**config.mk**
```make
export PLATFORM = sky130hd
export DESIGN_NAME = booth_multiplier
export DESIGN_NICKNAME = d
export VERILOG_FILES = /design/src/rtl/booth_multiplier_pkg.sv /design/src/rtl/booth_multiplier_step.sv /design/src/rtl/booth_multiplier.sv
export SDC_FILE = /design/constraint.sdc
export NUM_CORES = 1
export LEC_CHECK = 0
export BUFFER_PORTS_ARGS = -buffer_cell sky130_fd_sc_hd__buf_2
export CAP_MARGIN = 25
export CORE_MARGIN = 10
export CORE_UTILIZATION = 55
export CTS_CLUSTER_DIAMETER = 200
export DETAILED_ROUTE_END_ITERATION = 7
export PLACE_DENSITY = 0.77
export RECOVER_POWER = 100
export SLEW_MARGIN = 20
export SYNTH_ARGS = -nofsm -noshare
export SYNTH_HDL_FRONTEND = slang
export SYNTH_SLANG_ARGS = --single-unit
```
**constraint.sdc**
```tcl
create_clock -name clk -period 6.5 [get_ports clk]
set_input_delay 0.325 -clock clk [delete_from_list [all_inputs] [get_ports clk]]
set_output_delay 0.325 -clock clk [all_outputs]
set_load 0.005 [all_outputs]
```
**src/rtl/booth_multiplier_pkg.sv**
```systemverilog
// Shared definitions for the radix-2 Booth multiplier: widths, operand and
// product types, and the control state encoding.
package booth_multiplier_pkg;

  // Magnitude width; operands carry one extra sign bit.
  localparam int unsigned DW = 8;

  // Width of the step counter (counts 0 .. DW).
  localparam int unsigned CW = $clog2(DW + 1);

  typedef logic signed [DW:0] operand_t;
  typedef logic [2*DW+1:0]    prod_t;

  typedef enum logic [1:0] {
    IDLE,
    CALC,
    DONE
  } state_t;

endpackage

```
**src/rtl/booth_multiplier_step.sv**
```systemverilog
// One radix-2 Booth step: conditionally add or subtract M into the
// accumulator based on {Q[0], q_1}, then arithmetic-shift {A, Q, q_1} right
// by one bit.
module booth_multiplier_step #(
  parameter int unsigned DW = 8
) (
  input  logic [DW+1:0] a,
  input  logic [DW:0]   q,
  input  logic          q_1,
  input  logic [DW+1:0] m,
  output logic [DW+1:0] a_next,
  output logic [DW:0]   q_next,
  output logic          q_1_next
);

  logic [DW+1:0] sum;

  // Booth recoding of the current bit pair, followed by the right shift.
  always_comb begin
    sum = a;
    unique case ({q[0], q_1})
      2'b01:   sum = a + m;
      2'b10:   sum = a - m;
      default: sum = a;
    endcase
    a_next   = {sum[DW+1], sum[DW+1:1]};
    q_next   = {sum[0], q[DW:1]};
    q_1_next = q[0];
  end

endmodule

```
**src/rtl/booth_multiplier.sv**
```systemverilog
// Sequential radix-2 Booth multiplier. Accepts two signed DW+1 bit operands
// on start, performs one Booth step per clock for DW+1 clocks and presents
// the signed 2*DW+2 bit product with a one-cycle done pulse.
module booth_multiplier #(
  parameter int unsigned DW = booth_multiplier_pkg::DW
) (
  input  logic            clk,
  input  logic            rst,
  input  logic            start,
  input  logic [DW:0]     multiplier,
  input  logic [DW:0]     multiplicand,
  output logic [2*DW+1:0] product,
  output logic            done,
  output logic            busy
);

  import booth_multiplier_pkg::*;

  localparam int unsigned CNT_W = $clog2(DW + 1);

  state_t           state;
  logic [DW+1:0]    a;
  logic [DW:0]      q;
  logic             q_1;
  logic [DW+1:0]    m;
  logic [CNT_W-1:0] count;

  logic [DW+1:0]    a_next;
  logic [DW:0]      q_next;
  logic             q_1_next;

  booth_multiplier_step #(
    .DW (DW)
  ) booth_step (
    .a        (a),
    .q        (q),
    .q_1      (q_1),
    .m        (m),
    .a_next   (a_next),
    .q_next   (q_next),
    .q_1_next (q_1_next)
  );

  // Control FSM and datapath registers; all outputs are registered.
  always_ff @(posedge clk or negedge rst) begin
    if (!rst) begin
      state   <= IDLE;
      a       <= '0;
      q       <= '0;
      q_1     <= 1'b0;
      m       <= '0;
      count   <= '0;
      product <= '0;
      done    <= 1'b0;
      busy    <= 1'b0;
    end else begin
      unique case (state)
        IDLE, DONE: begin
          done <= 1'b0;
          if (start) begin
            state <= CALC;
            busy  <= 1'b1;
            a     <= '0;
            q     <= multiplier;
            q_1   <= 1'b0;
            // One extra sign bit keeps A - M from overflowing for M = -2^DW.
            m     <= {multiplicand[DW], multiplicand};
            count <= '0;
          end else begin
            state <= IDLE;
            busy  <= 1'b0;
          end
        end
        CALC: begin
          a     <= a_next;
          q     <= q_next;
          q_1   <= q_1_next;
          count <= count + CNT_W'(1);
          if (count == CNT_W'(DW)) begin
            // Product is taken from the post-step value of {A, Q}.
            product <= {a_next[DW:0], q_next};
            state   <= DONE;
            done    <= 1'b1;
            busy    <= 1'b0;
          end
        end
        default: begin
          state <= IDLE;
          busy  <= 1'b0;
          done  <= 1'b0;
        end
      endcase
    end
  end

endmodule
```
==> results of run 1 <==
-- final timing paths --
check	cells after the start	end	startpoint	slack, ns
max in group asynchronous	2	done	rst	3.98
max reg2reg	11	a[8]	m[2]	3.47
min in group asynchronous	2	product[16]	rst	0.99
max	11	a[8]	m[2]	3.47
min	3	m[6]	multiplicand[6]	0.20
min reg2reg	2	product[4]	product[4]	0.48
-- synthesized netlist by cell type, types with 4 or more instances --
master	n
mux2_2	5
o21ai_0	22
nor3_1	6
xnor2_1	11
a22o_1	5
a21o_1	4
a31oi_1	5
a22oi_1	8
inv_1	11
dfrtp_1	53
nand2_1	84
nor2b_1	5
mux2i_1	4
nand2b_1	7
a21oi_1	13
nand3_1	7
clkbuf_1	10
ha_1	13
nor2_1	18
-- logic make-up after synthesis --
logic type               Yosys count  synth area share (%)
buffers and inverters             24                 3.242
adder cells (fa/ha/maj)           14                 6.483
AO/OA/AOI/OAI                     66                 14.83
XOR/XNOR                          12                 3.730
multiplexers                       9                 3.419
AND/OR/NAND/NOR                  137                 21.23
flip-flops                        53                 47.07
-- cell type report --
type	instances	area, µm²
repair buffers	44	190.2
well taps	67	83.83
clock inverters	3	21.27
fillers	429	1723
clock buffers	5	68.82
inverters	11	41.29
flip-flops and latches	53	1326
multi-input cells	238	1394
-- through the flow --
| step | instance area [µm²] | setup slack (ns) | util [%] | instances | hold WS, ns |
|---|---|---|---|---|---|
| 6_report | 3126 | 3.466 | 64.46 | 421 | 0.1995 |
| 2_1_floorplan | 2818 | 3.726 | - | 315 | 0.02941 |
| 5_1_grt | 3126 | 3.270 | 64.46 | 421 | 0.2033 |
| 4_1_cts | 3172 | 3.527 | 65.42 | 421 | 0.1433 |
| 3_5_place_dp | 3082 | 3.564 | 63.56 | 413 | 0.4570 |
| 3_3_place_gp | 3082 | 3.641 | 63.56 | 413 | 0.4528 |
-- registers in the layout (all words and copies together), names as in the netlist --
signal / count
a: 9
busy: 1
count: 4
done: 1
m: 9
product: 18
q: 9
q_1: 1
state: 1
-- tightest hold or removal path: cells and delay by family --
kind	cells	cell delay [ns]
and+or+nand+nor	2	0.08
buffers and inverters	1	0.07
-- routing by layer --
| layer | GRT usage [%] | vias up | part of all wire (%) |
|---|---|---|---|
| li1 | - | 1150 | - |
| met2 | 25.12 | 53 | 47 |
| met4 | 3.786 | 0 | 0.62 |
| met1 | 19.87 | 1116 | 47 |
| met5 | 0 | - | 0 |
| met3 | 3.621 | 4 | 5.5 |
==> impl_metrics.yaml, run 1 <==
global_routing:
  grt_pass1_vias: 2249
  grt_start_max_net_pins: 54
  grt.total_usage_pct: 15.35
  grt_pass1_wl_um: 10850
  antenna_found_initial: 0
  grt_overflow: 0
worst_hold_path:
  min_path_type: "in -> reg"
setup_path:
  crit_type: "reg -> reg"
  cp.arrival_ns: 3.26
  worst_setup_path_start_kind: "flop"
  endpoint_kind: "flop"
  path_buf_inv: 0
  cp.required_ns: 6.73
  cp_cell_sequence: "or3_1 -> nor3_1 -> a21oi_1 -> xnor2_1 -> ha_1 -> nor2_1 -> a21oi_1 -> a21o_1 -> or4_1 -> a211o_1 -> o21ai_0"
  slowest_delay_ns: 0.58
  cpMaxStageDelayCell: "or4_1"
  cp_common_cell: "a21oi_1"
  path_max_fanout: 5
  critPathTopFamily: "simple AND/OR/NAND/NOR gates"
synthesis:
  synth_top_area_share_pct: 47.07
  yosysUniqueCellTypes: 40
  synth_top_cell_by_area: "dfrtp_1"
  yosysSeqAreaShare_pct: 47.07
  synth.area.top_cells: "dfrtp_1 47%, nand2_1 11%, ha_1 5.8%"
  ys.flop_type: "dfrtp_1"
  ys_ff_latch: 53
  syn_area_per_cell_um2: 8.945
  syn_inst: 315
  synth_warnings: 0
  syn-cell-area_um2: 2818
  syn_nets: 350
  synth_edf_count: 0
  synth-async-reset-ratio_pct: 100.0
detailed_routing:
  drtIter0Drc: 224
  drc: 0
  dr.pass1.iters: 4
  vias_per_cell: 5.518
  wl_per_cell_um: 15.24
  ant_nets: 0
  via_count: 2323
  wl_um: 6414
finish:
  final_cell_mix: "84 x nand2_1, 53 x dfrtp_1, 24 x clkbuf_1"
  area_growth_pct: 10.92
  nets: 388
  antenna_cells: 0
  drive_above_1_share_pct: 10.17
  final_common_cell: "nand2_1"
clock_tree:
  cts_root_buffer: "clkbuf_8"
  cts_tree: "built"
  clk_latency_ns: 0.31
  path_clk_slew_ns: 0.10
  clk_path_buf_depth: 2
  cts_resized: 0
  htree_levels: 2
  post-cts-setup-buffer-count: 0
  cts-buffers-inserted: 5
  cts_num_sinks: 53
  hold_buffers: 0
timing:
  setup_viol: 0
  finalSetupTns_ns: 0
  worst_slew_pin_slew_ns: 2.750
  finClkSkew_ns: 0.003906
  timing.fmax_mhz: 329.6
  rsz0062_at_grt: "false"
  period_share_pct: 46.67
  report.final.slew_viol_count: 54
  period_minus_slack_ns: 3.034
  hold_viol: 0
  slew_headroom_pct: -83.34
die:
  coreArea_um2: 4848
  fp.dieW_um: 91.58
  ios: 41
  dieArea_um2: 8386
  initial_utilization_pct: 58.12
  die_h_um: 91.58
  num_rows: 25
run:
  max-cap-violations: 1
place:
  port_buffers: 40
  gp_congestion: 0.8938
  dpl.hpwl_um: 4664
outcome:
  status: "finished with violations"
  violations: "capacitance limit, slew limit"
Power of run 1 is not shown: default switching activity piles up to over one toggle a cycle in this logic, so the estimate is an artifact.
==> inputs of run 2 (changes only) <==
Settings changed: ABC_AREA from default to 1, CORE_UTILIZATION 55 to 52, PLACE_DENSITY 0.77 to 0.76.
Clock period 6.5 ns to 2.7 ns, I/O delays scaled along.
==> impl_metrics.yaml, run 2 <==
synthesis:
  ys.flop_type: "dfrtp_1"
  synth.most_common_cell: "nand2_1"
  syn-cell-area_um2: 2894
  ys_ff_latch: 53
  synth_top_area_share_pct: 45.83
  synth.area.top_cells: "dfrtp_1 46%, nand2_1 11%, inv_1 6.1%"
  synth_top_cell_by_area: "dfrtp_1"
  yosysSeqAreaShare_pct: 45.83
  syn_area_per_cell_um2: 8.269
  yosysUniqueCellTypes: 34
  synth_warnings: 0
  synth-async-reset-ratio_pct: 100.0
  synth_edf_count: 0
  syn_nets: 385
  syn_inst: 350
  synth_common_cells: "84 x nand2_1, 53 x dfrtp_1, 47 x inv_1"
setup_path:
  cp.arrival_ns: 2.76
  cp_cell_sequence: "inv_1 -> ha_2 -> nand2_2 -> inv_1 -> o21ai_0 -> o21ai_0 -> ha_1 -> nand2_1 -> nand2_1 -> o21bai_2 -> or2_0 -> nand3_1 -> o21ai_0 -> a22o_1"
  path_max_fanout: 4
  cp.required_ns: 2.92
  endpoint_kind: "flop"
  crit_type: "reg -> reg"
  path_buf_inv: 2
  critPathTopFamily: "compound AO/OA/AOI/OAI gates"
  worst_setup_path_start_kind: "flop"
  cpMaxStageDelayCell: "dfrtp_1"
  slowest_delay_ns: 0.40
  cp_common_cell: "o21ai_0"
finish:
  final_common_cell: "nand2_1"
  drive_above_1_share_pct: 16.46
  final_cell_mix: "83 x nand2_1, 53 x dfrtp_1, 48 x inv_1"
  area_growth_pct: 14.83
  final_cells: 467
  largest-register: "product"
  largest_reg_flops: 18
  nets: 429
  antenna_cells: 0
detailed_routing:
  drtIter0Drc: 134
  drc: 0
  dr.pass1.iters: 4
  ant_nets: 0
  wl_um: 6341
  wl_per_cell_um: 13.58
  via_count: 2418
  vias_per_cell: 5.178
place:
  dp.cells: 455
  dpl.hpwl_um: 4576
  gp_congestion: 0.8643
  port_buffers: 40
power:
  cellPowerDensity_nw_per_um2: 1520
  peakVddDrop_uv: 573.3
  leakagePower_uw: 0.001686
  fin_total_pwr_uw: 5050
run:
  max-cap-violations: 0
timing:
  slew_headroom_pct: 30.24
  hold_viol: 0
  setup_viol: 0
  period_share_pct: 94.16
  worst_slew_pin_slew_ns: 1.046
  period_minus_slack_ns: 2.542
  finClkSkew_ns: 0.01415
  timing.fmax_mhz: 393.3
  report.final.slew_viol_count: 0
outcome:
  status: "completed"
clock_tree:
  path_clk_slew_ns: 0.10
  cts_root_buffer: "clkbuf_8"
  cts_tree: "built"
  cts-buffers-inserted: 5
  htree_levels: 2
  clk_path_buf_depth: 2
  clk_latency_ns: 0.31
  cts_num_sinks: 53
global_routing:
  grt_start_max_net_pins: 36
  grt_pass1_vias: 2225
  antenna_found_initial: 0
  grt_pass1_wl_um: 10320
  grt_overflow: 0
  grt.total_usage_pct: 14.32
worst_hold_path:
  min_path_type: "in -> reg"
die:
  fp.dieW_um: 94.60
  coreArea_um2: 5439
  ios: 41
  die_h_um: 94.60
  num_rows: 27
  dieArea_um2: 8949
  initial_utilization_pct: 53.21
==> run 2: final cells by class <==
| type | count | area [µm²] |
|---|---|---|
| clock buffers | 6 | 82.58 |
| multi-input cells | 237 | 1386 |
| repair buffers | 47 | 229.0 |
| fillers | 504 | 2116 |
| inverters | 50 | 192.7 |
| flip-flops and latches | 53 | 1326 |
| clock inverters | 2 | 16.27 |
| well taps | 72 | 90.09 |
==> run 2: metrics by stage <==
step | hold WS, ns | TNS [ns] | worst slack, ns | util, % | area (µm²)
6_report | 0.05184 | 0 | 0.1577 | 61.10 | 3323
5_1_grt | 0.05787 | -0.01396 | -0.01396 | 61.10 | 3323
4_1_cts | 0.05228 | 0 | 0.08087 | 59.77 | 3251
3_5_place_dp | 0.1038 | 0 | 0.1001 | 57.76 | 3142
3_3_place_gp | 0.09576 | 0 | 0.2121 | 57.76 | 3142
2_1_floorplan | -0.1606 | 0 | 0.2754 | - | 2894
==> run 2: worst register-to-register path, delay by kind of cell, from the launching register on <==
family,cells,cell delay (ns)
buffers and inverters,2,0.15
DFF,1,0.40
and+or+nand+nor,5,0.54
adders and majority gates,2,0.56
AOI/OAI and AO/OA,5,0.79
==> run 2: worst paths after layout <==
| path | from | to | slack, ns | depth (start not counted) |
|---|---|---|---|---|
| hold / removal | multiplier[1] | q[1] | 0.05 | 3 |
| min in group asynchronous | rst | count[1] | 0.51 | 2 |
| setup reg to reg | m[0] | a[2] | 0.16 | 14 |
| setup / recovery | m[0] | a[2] | 0.16 | 14 |
| max in group asynchronous | rst | product[13] | 0.79 | 3 |
| hold reg to reg | count[3] | count[3] | 0.47 | 1 |
==> run 2: per-layer routing <==
metal | routed length (µm) | GRT usage [%] | vias up
met4 | 85 | 5.237 | 0
met3 | 387 | 3.807 | 6
met5 | 0 | 0 | -
met2 | 2977 | 22.83 | 52
met1 | 2891 | 18.28 | 1133
li1 | - | - | 1227
==> run 2: where the power goes <==
group,switching [µW],total [µW],internal [µW]
sequential,222,1390,1170
clock,276,487,212
combinational,1960,3170,1210
total,2460,5050,2590
==> run 2: what timing repair did <==
item	4_1_cts	5_1_grt
hold endpoints to repair	18	0
setup buffers	0	3
hold buffers	1	0
resized for setup	0	21
endpoints found under the setup margin	0	9
==> run 2: logic make-up (layout without fill, tap and decap cells) <==
family	count (synthesis)	count (layout)	synth area share, %
and+or+nand+nor	147	147	22.40
AOI/OAI and AO/OA	67	67	13.84
adders and majority gates	14	14	6.312
buffers and inverters	60	105	8.906
xor gates and xnor gates	9	9	2.724
DFF	53	53	45.83
(Power assumes the default switching activity.)
==> inputs of run 3 (changes only) <==
Settings changed: ABC_AREA 1 to default, CORE_UTILIZATION 52 to 51, PLACE_DENSITY 0.76 to 0.75.
==> impl_metrics.yaml, run 3 (synthesized netlist as in run 1, its figures left out) <==
clock_tree:
  htree_levels: 2
  cts_root_buffer: "clkbuf_8"
  path_clk_slew_ns: 0.10
  clk_latency_ns: 0.31
  clk_path_buf_depth: 2
  cts-buffers-inserted: 5
  cts_tree: "built"
  cts_num_sinks: 53
timing:
  timing.fmax_mhz: 362.9
  worst_slew_pin_slew_ns: 0.9571
  period_minus_slack_ns: 2.755
  slew_headroom_pct: 36.19
  report.final.slew_viol_count: 0
  final.setup.worst_slack_ns: -0.05548
  setup_viol: 2
  finClkSkew_ns: 0.007628
  rsz0062_at_grt: "true"
  period_share_pct: 102.1
  hold_viol: 0
  hold_ws_ns: 0.0003554
  finalSetupTns_ns: -0.06166
finish:
  stdcell_area_um2: 3437
  antenna_cells: 0
  largest_reg_flops: 18
  final_cell_mix: "84 x nand2_1, 53 x dfrtp_1, 24 x buf_4"
  final_common_cell: "nand2_1"
  nets: 415
  largest-register: "product"
  area_growth_pct: 21.98
  drive_above_1_share_pct: 20.47
die:
  die_h_um: 94.33
  coreArea_um2: 5439
  fp.dieW_um: 94.33
  ios: 41
  dieArea_um2: 8898
  initial_utilization_pct: 51.81
  num_rows: 27
global_routing:
  grt.busiest_layer: "met2"
  grt_use_met1_pct: 18.40
  grt_start_max_net_pins: 39
  grt_pass1_vias: 2383
  antenna_found_initial: 0
  use_met2_pct: 26.03
  grt_pass1_wl_um: 10980
  grt_overflow: 0
  met3_usage_pct: 3.886
  grt.total_usage_pct: 15.06
place:
  dpl-instance-area_um2: 3258
  gp_congestion: 0.9326
  dpl.hpwl_um: 5075
  port_buffers: 40
outcome:
  status: "finished with violations"
  violations: "setup timing"
detailed_routing:
  ant_nets: 0
  drtIter0Drc: 152
  via_count: 2423
  drc: 0
  wl_um: 6792
  vias_per_cell: 5.349
  wl_per_cell_um: 14.99
  dr.pass1.iters: 5
run:
  max-cap-violations: 0
setup_path:
  path_max_fanout: 4
  cp.required_ns: 2.95
  worst_setup_path_start_kind: "flop"
  crit_type: "reg -> reg"
  cp.arrival_ns: 3.00
  endpoint_kind: "flop"
worst_hold_path:
  min_path_type: "in -> reg"
-- run 3: changes by cell type in the layout (fill, tap and decap cells not counted), moves of 8 or more --
cell	delta
buf_4	+20
xnor2_1	+9
a22oi_1	+8
nand3_1	-18
inv_1	-37
a21oi_1	-8
o221ai_1	-8
-- run 3: layout make-up --
type | count | area (µm²)
timing repair buffer | 71 | 406.6
tap | 72 | 90.09
fill | 481 | 2002
clock inverter | 3 | 43.79
inverter | 11 | 41.29
sequential | 53 | 1326
clock buffer | 5 | 68.82
multi-input combinational | 238 | 1460
-- run 3: per-layer routing --
metal,share of wire [%],up-vias
met5,0,-
met4,1.2,0
met3,5.8,11
met2,48,67
met1,45,1141
li1,-,1204
-- run 3: critical path, cell delays in order (launching register included) --
cell	delay, ns
dfrtp_1	0.41
or3_4	0.40
nor3_4	0.15
a21oi_2	0.08
xnor2_1	0.12
ha_1	0.28
buf_4	0.16
nand4_1	0.08
a21oi_1	0.06
or4_4	0.56
a211o_1	0.31
o21ai_1	0.07
-- run 3: worst paths after layout --
check                           startpoint    endpoint  slack, ns  depth (start not counted)
max                                   m[1]        a[8]      -0.06                         11
min in group asynchronous              rst        m[7]       0.48                          2
max reg2reg                           m[1]        a[8]      -0.06                         11
min reg2reg                     product[6]  product[6]       0.48                          2
max in group asynchronous              rst  product[0]       0.80                          3
min                        multiplicand[2]        m[2]     0.0004                          3
-- run 3: stage by stage --
stage                     setup slack (ns)  cells  utilization, %
after CTS                         -0.03071    451           62.82
final                             -0.05548    453           63.19
after global placement            -0.01012    440           59.90
after detailed placement          -0.07172    440           59.90
after global routing               -0.1767    453           63.19
after floorplan                   -0.02310    315               -
-- run 3: what timing repair did --
| item | in CTS | in global routing |
|---|---|---|
| resized for setup | 5 | 11 |
| cloned | 0 | 0 |
| setup endpoints to repair | 3 | 7 |
| hold buffers | 1 | 0 |
| pin swaps | 2 | 5 |
| buffers inserted | 2 | 2 |
| hold endpoints to repair | 15 | 0 |
Power of run 3 is left out for the same reason.
